## config.mk

```make
export PLATFORM = sky130hd
export DESIGN_NAME = dac_frame_scheduler
export DESIGN_NICKNAME = d
export VERILOG_FILES = /design/src/rtl/dac_sched_pkg.sv /design/src/rtl/dac_frame_timer.sv /design/src/rtl/dac_frame_scheduler.sv
export SDC_FILE = /design/constraint.sdc
export NUM_CORES = 1
export LEC_CHECK = 0
export BUFFER_PORTS_ARGS = -buffer_cell sky130_fd_sc_hd__buf_4
export CORE_MARGIN = 1.5
export CORE_UTILIZATION = 55
export CTS_CLUSTER_SIZE = 30
export DETAILED_ROUTE_END_ITERATION = 7
export GPL_ROUTABILITY_DRIVEN = 0
export GPL_TIMING_DRIVEN = 0
export PLACE_DENSITY_LB_ADDON = 0.3
export SLEW_MARGIN = 20
export SYNTH_ARGS = -nofsm -noshare
export SYNTH_HDL_FRONTEND = slang
export SYNTH_HIERARCHICAL = 1
export SYNTH_SLANG_ARGS = --single-unit
```

## constraint.sdc

```tcl
create_clock -name i_Clock -period 5.5 [get_ports i_Clock]
set_clock_uncertainty 0.05 [all_clocks]
set_input_delay 0.55 -clock i_Clock [delete_from_list [all_inputs] [get_ports i_Clock]]
set_output_delay 0.55 -clock i_Clock [all_outputs]
set_load 0.005 [all_outputs]
```

## src/rtl/dac_sched_pkg.sv

```systemverilog
// Shared types and constants for the DAC frame scheduler.
package dac_sched_pkg;

    typedef enum logic [2:0] {
        ST_DELAY,
        ST_INIT,
        ST_IDLE,
        ST_SEND,
        ST_DONE
    } sched_state_e;

    localparam logic [7:0]  CH_LEFT         = 8'h31;
    localparam logic [7:0]  CH_RIGHT        = 8'h32;
    localparam logic [23:0] INIT_WORD_0_DEF = 24'h280001;
    localparam logic [23:0] INIT_WORD_1_DEF = 24'h380001;

endpackage

```

## src/rtl/dac_frame_timer.sv

```systemverilog
// Sample-rate divider plus frame busy tracking and sticky overrun detection.
module dac_frame_timer
    import dac_sched_pkg::*;
#(
    parameter logic [15:0] SAMPLE_DIV = 16'd1250
) (
    input  logic clk_i,
    input  logic rst_ni,
    input  logic enable_i,
    input  logic frame_done_i,
    output logic start_o,
    output logic overrun_o
);

    logic [15:0] cnt_q, cnt_d;
    logic        start_q, start_d;
    logic        busy_q, busy_d;
    logic        overrun_q, overrun_d;

    always_comb begin
        cnt_d     = cnt_q;
        start_d   = 1'b0;
        busy_d    = busy_q;
        overrun_d = overrun_q;
        if (enable_i) begin
            if (cnt_q == SAMPLE_DIV - 16'd1) begin
                cnt_d   = '0;
                start_d = 1'b1;
            end else begin
                cnt_d = cnt_q + 16'd1;
            end
        end
        if (frame_done_i) begin
            busy_d = 1'b0;
        end
        // A frame finishing on the strobe cycle is on time, not an overrun.
        if (start_q) begin
            busy_d = 1'b1;
            if (busy_q && !frame_done_i) begin
                overrun_d = 1'b1;
            end
        end
    end

    always_ff @(posedge clk_i or negedge rst_ni) begin
        if (!rst_ni) begin
            cnt_q     <= '0;
            start_q   <= 1'b0;
            busy_q    <= 1'b0;
            overrun_q <= 1'b0;
        end else begin
            cnt_q     <= cnt_d;
            start_q   <= start_d;
            busy_q    <= busy_d;
            overrun_q <= overrun_d;
        end
    end

    assign start_o   = start_q;
    assign overrun_o = overrun_q;

endmodule

```

## src/rtl/dac_frame_scheduler.sv

```systemverilog
// Arbitrates the shared DAC serializer between init words, L/R sample pairs and config words.
// Define DAC_SCHED_WATCHDOG_EN to add the transfer watchdog and the o_Fault port.
module dac_frame_scheduler
    import dac_sched_pkg::*;
#(
    parameter logic [15:0] SAMPLE_DIV  = 16'd1250,
    parameter logic [15:0] INIT_DELAY  = 16'd4000,
    parameter logic [23:0] INIT_WORD_0 = INIT_WORD_0_DEF,
    parameter logic [23:0] INIT_WORD_1 = INIT_WORD_1_DEF
) (
    input  logic        i_Clock,
    input  logic        i_Reset_N,
    input  logic        i_Smp_Valid,
    input  logic [23:0] i_Smp_Data,
    input  logic        i_Smp_Last,
    output logic        o_Smp_Ack,
    input  logic        i_Cfg_Valid,
    input  logic [23:0] i_Cfg_Data,
    output logic        o_Cfg_Ack,
    output logic        o_Sample_Start,
    output logic [23:0] o_DAC_Data,
    output logic        o_DAC_Send,
    input  logic        i_DAC_Ready,
    output logic        o_Init_Done,
    output logic        o_Overrun
`ifdef DAC_SCHED_WATCHDOG_EN
    ,
    output logic        o_Fault
`endif
);

    sched_state_e state_q, state_d;
    logic [15:0]  delay_q, delay_d;
    logic         idx_q, idx_d;
    logic [23:0]  data_q, data_d;
    logic         lock_q, lock_d;
    logic         last_q, last_d;
    logic         init_done_q, init_done_d;
    logic         frame_done;
`ifdef DAC_SCHED_WATCHDOG_EN
    logic [9:0]   wd_q, wd_d;
    logic         fault_q, fault_d;
`endif

    always_comb begin
        state_d     = state_q;
        delay_d     = delay_q;
        idx_d       = idx_q;
        data_d      = data_q;
        lock_d      = lock_q;
        last_d      = last_q;
        init_done_d = init_done_q;
        o_Smp_Ack   = 1'b0;
        o_Cfg_Ack   = 1'b0;
        frame_done  = 1'b0;
        case (state_q)
            ST_DELAY: begin
                if (delay_q == INIT_DELAY - 16'd1) begin
                    state_d = ST_INIT;
                end else begin
                    delay_d = delay_q + 16'd1;
                end
            end
            ST_INIT: begin
                if (i_DAC_Ready) begin
                    data_d  = idx_q ? INIT_WORD_1 : INIT_WORD_0;
                    last_d  = 1'b0;
                    state_d = ST_SEND;
                end
            end
            ST_IDLE: begin
                // While the frame lock is held only the pending R word may win.
                if (i_DAC_Ready && init_done_q) begin
                    if (i_Smp_Valid) begin
                        o_Smp_Ack = 1'b1;
                        data_d    = i_Smp_Data;
                        last_d    = i_Smp_Last;
                        lock_d    = !i_Smp_Last;
                        state_d   = ST_SEND;
                    end else if (i_Cfg_Valid && !lock_q) begin
                        o_Cfg_Ack = 1'b1;
                        data_d    = i_Cfg_Data;
                        last_d    = 1'b0;
                        state_d   = ST_SEND;
                    end
                end
            end
            ST_SEND: begin
                if (!i_DAC_Ready) begin
                    state_d = ST_DONE;
                end
            end
            ST_DONE: begin
                if (i_DAC_Ready) begin
                    state_d = ST_IDLE;
                    if (!init_done_q) begin
                        if (!idx_q) begin
                            idx_d   = 1'b1;
                            state_d = ST_INIT;
                        end else begin
                            init_done_d = 1'b1;
                        end
                    end else begin
                        frame_done = last_q;
                    end
                end
            end
            default: state_d = ST_DELAY;
        endcase
`ifdef DAC_SCHED_WATCHDOG_EN
        wd_d    = '0;
        fault_d = fault_q;
        if (state_q == ST_SEND || state_q == ST_DONE) begin
            wd_d = wd_q + 10'd1;
            if (wd_q == 10'd1023) begin
                wd_d    = '0;
                state_d = ST_IDLE;
                lock_d  = 1'b0;
                fault_d = 1'b1;
            end
        end
`endif
    end

    always_ff @(posedge i_Clock or negedge i_Reset_N) begin
        if (!i_Reset_N) begin
            state_q     <= ST_DELAY;
            delay_q     <= '0;
            idx_q       <= 1'b0;
            data_q      <= '0;
            lock_q      <= 1'b0;
            last_q      <= 1'b0;
            init_done_q <= 1'b0;
        end else begin
            state_q     <= state_d;
            delay_q     <= delay_d;
            idx_q       <= idx_d;
            data_q      <= data_d;
            lock_q      <= lock_d;
            last_q      <= last_d;
            init_done_q <= init_done_d;
        end
    end

`ifdef DAC_SCHED_WATCHDOG_EN
    always_ff @(posedge i_Clock or negedge i_Reset_N) begin
        if (!i_Reset_N) begin
            wd_q    <= '0;
            fault_q <= 1'b0;
        end else begin
            wd_q    <= wd_d;
            fault_q <= fault_d;
        end
    end

    assign o_Fault = fault_q;
`endif

    dac_frame_timer #(
        .SAMPLE_DIV(SAMPLE_DIV)
    ) u_timer (
        .clk_i       (i_Clock),
        .rst_ni      (i_Reset_N),
        .enable_i    (init_done_q),
        .frame_done_i(frame_done),
        .start_o     (o_Sample_Start),
        .overrun_o   (o_Overrun)
    );

    assign o_DAC_Send  = (state_q == ST_SEND);
    assign o_DAC_Data  = data_q;
    assign o_Init_Done = init_done_q;

endmodule

```

* Yosys cells after proc, flatten, opt, wreduce, memory -nomap -nowiden
Cells that the tools add are included.
** Word-level totals
- Register bits :: 66
- Bits in latches :: 0
- Bits in writable memories :: 0
- ROM bits :: 0
- Output and inout port bits :: 30
- Word-level logic and storage cells :: 81
- Memories kept :: 0
** Operators by class
- Add/subtract/negate cells :: 2
- Multipliers :: 0
- Divide/modulo/power cells :: 0
- $lt $le $gt $ge :: 0
- Equality and inequality tests :: 12
- Shifts and indexed selects :: 0
- Multiplexer cells :: 38
- Bitwise logic cells :: 2
- Reductions and logical operators :: 16
** Operator list (number)
- $mux W24 :: 4
- $pmux W24 S2 :: 1
- $add A16 B1 Y16 const B :: 2
- $mux W21 :: 1
- $mux W3 :: 7
- $mux W1 :: 20
- $eq A16 B11 Y1 const B :: 1
- $eq A16 B12 Y1 const B :: 1
- $mux W16 :: 1
- $pmux W3 S5 :: 1
- $ne A2 B2 Y1 const B :: 5
- $eq A3 B2 Y1 const B :: 2
- $reduce_and A2 Y1 :: 3
- $reduce_and A3 Y1 :: 2
- $reduce_and A6 Y1 :: 1
- $mux W2 :: 2
- $reduce_and A4 Y1 :: 1
- $reduce_bool A2 Y1 :: 2
- $eq A3 B1 Y1 const B :: 1
- $eq A3 B3 Y1 const B :: 1
- $logic_and A1 B1 Y1 :: 3
- $logic_not A1 Y1 :: 3
- $logic_not A3 Y1 :: 1
- $ne A3 B3 Y1 const B :: 1
- 2 further kinds :: 3

* Longest topological paths before layout
- Word-level depth :: 6
- Gate-level depth with buffers :: 7

* Hierarchy
Netlist, hierarchy kept.
** By module, submodules not included
- dac_frame_scheduler :: times used 1, cells each 224, area each 2497.4 µm²
- dac_frame_timer :: times used 1, cells each 85, area each 922.1 µm²

* Least setup slack after synthesis
OpenSTA, ideal clock, no wires.
- Kind :: register to output
- From :: register state_q[0]
- To :: output port o_Cfg_Ack
- Data arrival time :: 1.571 ns
- Setup slack :: 3.329 ns
- Cell stages (with the launch flop) :: 5
- Buffers on the path :: 2
- Cells stage by stage :: dfrtp_1 -> or3b_2 -> clkbuf_1 -> buf_2 -> nor4b_1
** On the way
- Word-level cells in the longest chain between the ends :: 2
** RTL lines
- start: declaration :: line dac_frame_scheduler.sv:32 : sched_state_e state_q, state_d;
- start signal: assignment :: line dac_frame_scheduler.sv:135 : state_q <= state_d;
- $eq A3 B2 Y1 :: line dac_frame_scheduler.sv:56 : case (state_q)
- $mux W1 :: line dac_frame_scheduler.sv:56
- end: declaration :: line dac_frame_scheduler.sv:19 : output logic o_Cfg_Ack,
Every way passes these cells.

* Worst setup path after layout
Ends and elaborated chain as after synthesis.

==> impl.org <==
** Outcome
- The run finished with clean final reports.

** Synthesis
- Number of synthesized flops with an enable pin :: 0
- The portion of synthesized area spent on multiplexers is 0.155.
- Synthesized-area fraction occupied by adder cells :: 0.0110
- After synthesis, the cell types taking the most area are sky130_fd_sc_hd__dfrtp_1 (48%), sky130_fd_sc_hd__mux2_2 (7.9%), sky130_fd_sc_hd__mux2i_1 (7.6%).
- The share of synthesized area in the top cell type comes to 0.483.
- Syn Std Cell Area :: roughly 3400 um^2
- Most used flip-flop cell after synthesis :: sky130_fd_sc_hd__dfrtp_1
- Async SR Flop Fraction :: 1.00
- Of the synthesized area, sequential elements account for 0.483.
- Yosys top cell by area :: sky130_fd_sc_hd__dfrtp_1
- After technology mapping, the gate count stands at a little over 300.
- The number of nets handed over by synthesis was between 300 and 400.
- Post-synthesis sequential element count :: 66
- The number of different library cells used by synthesis comes to between 50 and 60.
- The Yosys step of the flow raised 6 warnings.
- Synth Area in XOR/XNOR :: 0.0717
- By area, the combinational part of the netlist is dominated by simple AND/OR/NAND/NOR gates.
- Each instance of the synthesized netlist takes up on average 11.1 um^2.
- Synthesized-area fraction occupied by and/or/nand/nor cells :: 0.214
- Compound-Gate Fraction of Synth Area :: 0.0333

** Detailed routing
- Met2 layer wire length in the routed design :: roughly 3900 um
- Routed length on met1 :: just under 3000 um
- Initial DRC count :: roughly 130
- Post-detailed-route count of antenna-violating nets :: 0
- For this run, design rule violations remaining after detail routing come to 0.
- After detailed routing, the average wire length per cell comes to 15.1 um.
- Number of detailed-routing iterations run before antenna repair :: 4
- The detailed router used layers up to and including met4.
- Detailed route wirelength on metal3 :: around 240 um
- Avg Vias per Cell :: 5.54
- The routed layout has ~2700 vias.
- Final routed wirelength across all metal layers :: 7280 um

** Cells and area
- Of the cells placed in the final design, the portion with a size suffix greater than 1 is 0.364.
- The multi-input combinational cells in the finished layout cover a total of about 1700 um^2.
- The library cell used most frequently in the layout, excluding fill and tap cells, is sky130_fd_sc_hd__buf_4.
- Final net count :: around 460
- Register Area :: ~1700 um^2
- Diodes inserted :: 0
- The finished layout holds 482 standard cells, fillers aside.
- Layout overhead on the synthesized area :: 27.1%
- Count of fill cells added during filler insertion :: 444
- Commonest non-fill, non-tap cells in the layout :: sky130_fd_sc_hd__buf_4 (84), sky130_fd_sc_hd__dfrtp_1 (66), sky130_fd_sc_hd__nor2_1 (34), sky130_fd_sc_hd__mux2i_1 (26), sky130_fd_sc_hd__mux2_2 (24)
- At the end of the flow the core is filled with cells to 0.730.

** Worst setup path
- Of all nets on the critical path, the largest fanout is 10.
- Worst endpoint data arrival time :: approximately 2.2 ns
- Required time at the worst-slack endpoint :: 4.90 ns
- Critical Path Start Type :: flip-flop
- Category of the worst setup path capture point :: primary output
- In this run the critical register-to-register path is launched from o_Init_Done.
- Crit Path Category :: flip-flop to primary output
- The critical path starts at state_q[0].

** Clock network
- The longest clock path from root to sink contains 2 buffers.
- Clock-pin slew was measured on the worst setup and hold paths at around 0.070 ns.
- Clock insertion delay at the later pin of the skew report :: between 0.3 and 0.4 ns
- TritonCTS clock tree :: yes
- The number of clock buffers added by TritonCTS is 9.
- The root buffer cell chosen for the clock tree is sky130_fd_sc_hd__clkbuf_8.
- Clock tree synthesis found a total of 66 sinks.
- Post-CTS resize count :: 0
- Post-CTS Setup Inserts :: 0
- Hold repair after CTS inserted 0 buffers.
- CTS built an H-tree with a depth of 3.

** Global routing
- Number of global-route vias before repair :: ~2800
- Largest net degree at the start of global routing :: 67
- Gr ovfl total :: 0
- The first global-routing pass estimated roughly 12000 um of wire.
- Initial antenna violation count :: 0
- Across every metal layer, demand over resource in global routing totals 0.244.

** STA
- For the pin with the worst max-slew slack, the measured transition is slightly above 0.8 ns.
- The number of max-slew violations in the final report came to 0.
- Setup repair after global routing missed its margin :: no
- The final hold violation count was 0.
- Of the available clock period, the critical path in the final layout requires 0.505.
- Total negative slack :: 0 ns
- Static timing analysis puts the maximum clock frequency at about 360 MHz.
- Worst slew margin relative to its limit :: 0.462
- The worst path needs about 2.8 ns of the cycle, external delays included.
- Final number of setup-violating endpoints :: 0

** Min path
- Worst hold path type :: primary input to async pin

** Floorplan
- Total die area :: 6700 um^2
- Pin placement for this block handled 84 I/O pins.
- The floorplan step set the die width to between 80 and 90 um.
- Core Footprint :: approximately 6000 um^2
- The initial utilization of the core area, before any placement, comes to 0.574.
- The die is about 80 um tall.
- The initialized floorplan defines 28 standard-cell rows.

** Power
- After layout, the design draws a total of approximately 1700 uW.
- Maximum vdd drop :: between 0.2 and 0.25 mV
- Summed over all cells, the static leakage comes to roughly 0.0022 uW.
- For this design the ratio of total power to cell area is ~400 nW/um^2.

** Placement
- Count of buffers inserted at the top-level ports :: 82
- Dpl cells :: 466
- Sum of net half-perimeters after detailed placement :: approximately 5200 um

** Flow run
- Across the run, the number of max-cap violations was 0.
[power breakdown]
group / internal (uW) / switching, uW
sequential: 613 / 92.5
clock: 266 / 182
combinational: 325 / 254
[critical path, cell delays in order (launching register included)]
cell                       delay (ns)
sky130_fd_sc_hd__dfrtp_1         0.46
sky130_fd_sc_hd__or3b_2          0.49
sky130_fd_sc_hd__clkbuf_1        0.19
sky130_fd_sc_hd__buf_2           0.23
sky130_fd_sc_hd__nor4b_1         0.31
sky130_fd_sc_hd__buf_4           0.17
[cell type report]
cell class                      count  area share
Buffer                             12      0.0158
Clock buffer                       11      0.0325
Clock inverter                      5      0.0178
Inverter                           11     0.00950
Multi-Input combinational cell    220       0.381
Sequential cell                    66       0.380
Tap cell                           75      0.0216
Timing Repair Buffer               82       0.142
[per-layer routing]
layer,global-route usage,vias up
li1,-,1280
met2,0.433,57
met4,0.112,0
met3,0.0411,17
met1,0.286,1318
met5,0,-
[final timing paths]
kind | endpoint | slack (ns) | cells after the start
min reg2reg | u_timer/overrun_o | 0.43 | 1
max reg2reg | o_DAC_Data[13] | 3.48 | 4
min | o_DAC_Data[11] | 0.24 | 1
max in group asynchronous | o_DAC_Data[19] | 4.61 | 1
min in group i_Clock | lock_q | 0.36 | 2
max | o_Cfg_Ack | 2.72 | 5
[cell usage after synthesis (2+ instances only)]
library cell,instances
sky130_fd_sc_hd__nand4_1,7
sky130_fd_sc_hd__nor4_1,4
sky130_fd_sc_hd__nor4b_1,3
sky130_fd_sc_hd__o21ai_0,3
sky130_fd_sc_hd__and3_2,2
sky130_fd_sc_hd__nand2_1,17
sky130_fd_sc_hd__mux2_2,24
sky130_fd_sc_hd__o2111ai_1,2
sky130_fd_sc_hd__a21o_1,2
sky130_fd_sc_hd__nand2b_1,3
sky130_fd_sc_hd__xor2_1,14
sky130_fd_sc_hd__and3_1,8
sky130_fd_sc_hd__or2b_1,2
sky130_fd_sc_hd__dfrtp_1,66
sky130_fd_sc_hd__buf_4,2
sky130_fd_sc_hd__buf_2,7
sky130_fd_sc_hd__nor2_1,34
sky130_fd_sc_hd__or3b_2,2
sky130_fd_sc_hd__mux2i_1,26
sky130_fd_sc_hd__and4_1,3
sky130_fd_sc_hd__a21oi_1,2
sky130_fd_sc_hd__xnor2_1,14
sky130_fd_sc_hd__nand3_1,16
sky130_fd_sc_hd__ha_1,3
sky130_fd_sc_hd__nor3_1,6
sky130_fd_sc_hd__inv_1,11
[registers in the layout, summed over array words and instances (netlist names)]
signal             flops
o_DAC_Data            24
delay_q               16
u_timer/cnt_q         16
state_q                3
idx_q                  1
last_q                 1
lock_q                 1
o_Init_Done            1
u_timer/busy_q         1
u_timer/overrun_o      1
u_timer/start_o        1
[metrics by stage]
stage	hold slack, ns	cell area, um^2	setup WS, ns
after detailed placement	0.412	4130	3.05
after global routing	0.323	4350	2.57
after CTS	0.282	4350	2.68
final	0.239	4350	2.72
after floorplan	0.204	3420	3.33
after global placement	0.403	4130	3.07
[cell families (layout without fill, tap and decap cells)]
family | Yosys count | count (layout)
AND/OR/NAND/NOR | 123 | 123
adder cells (fa/ha/maj) | 3 | 3
flip-flops | 66 | 66
multiplexers | 50 | 50
AO/OA/AOI/OAI | 16 | 16
buffers and inverters | 23 | 121
XOR/XNOR | 28 | 28
No activity file was read; power rests on OpenSTA's default activity.
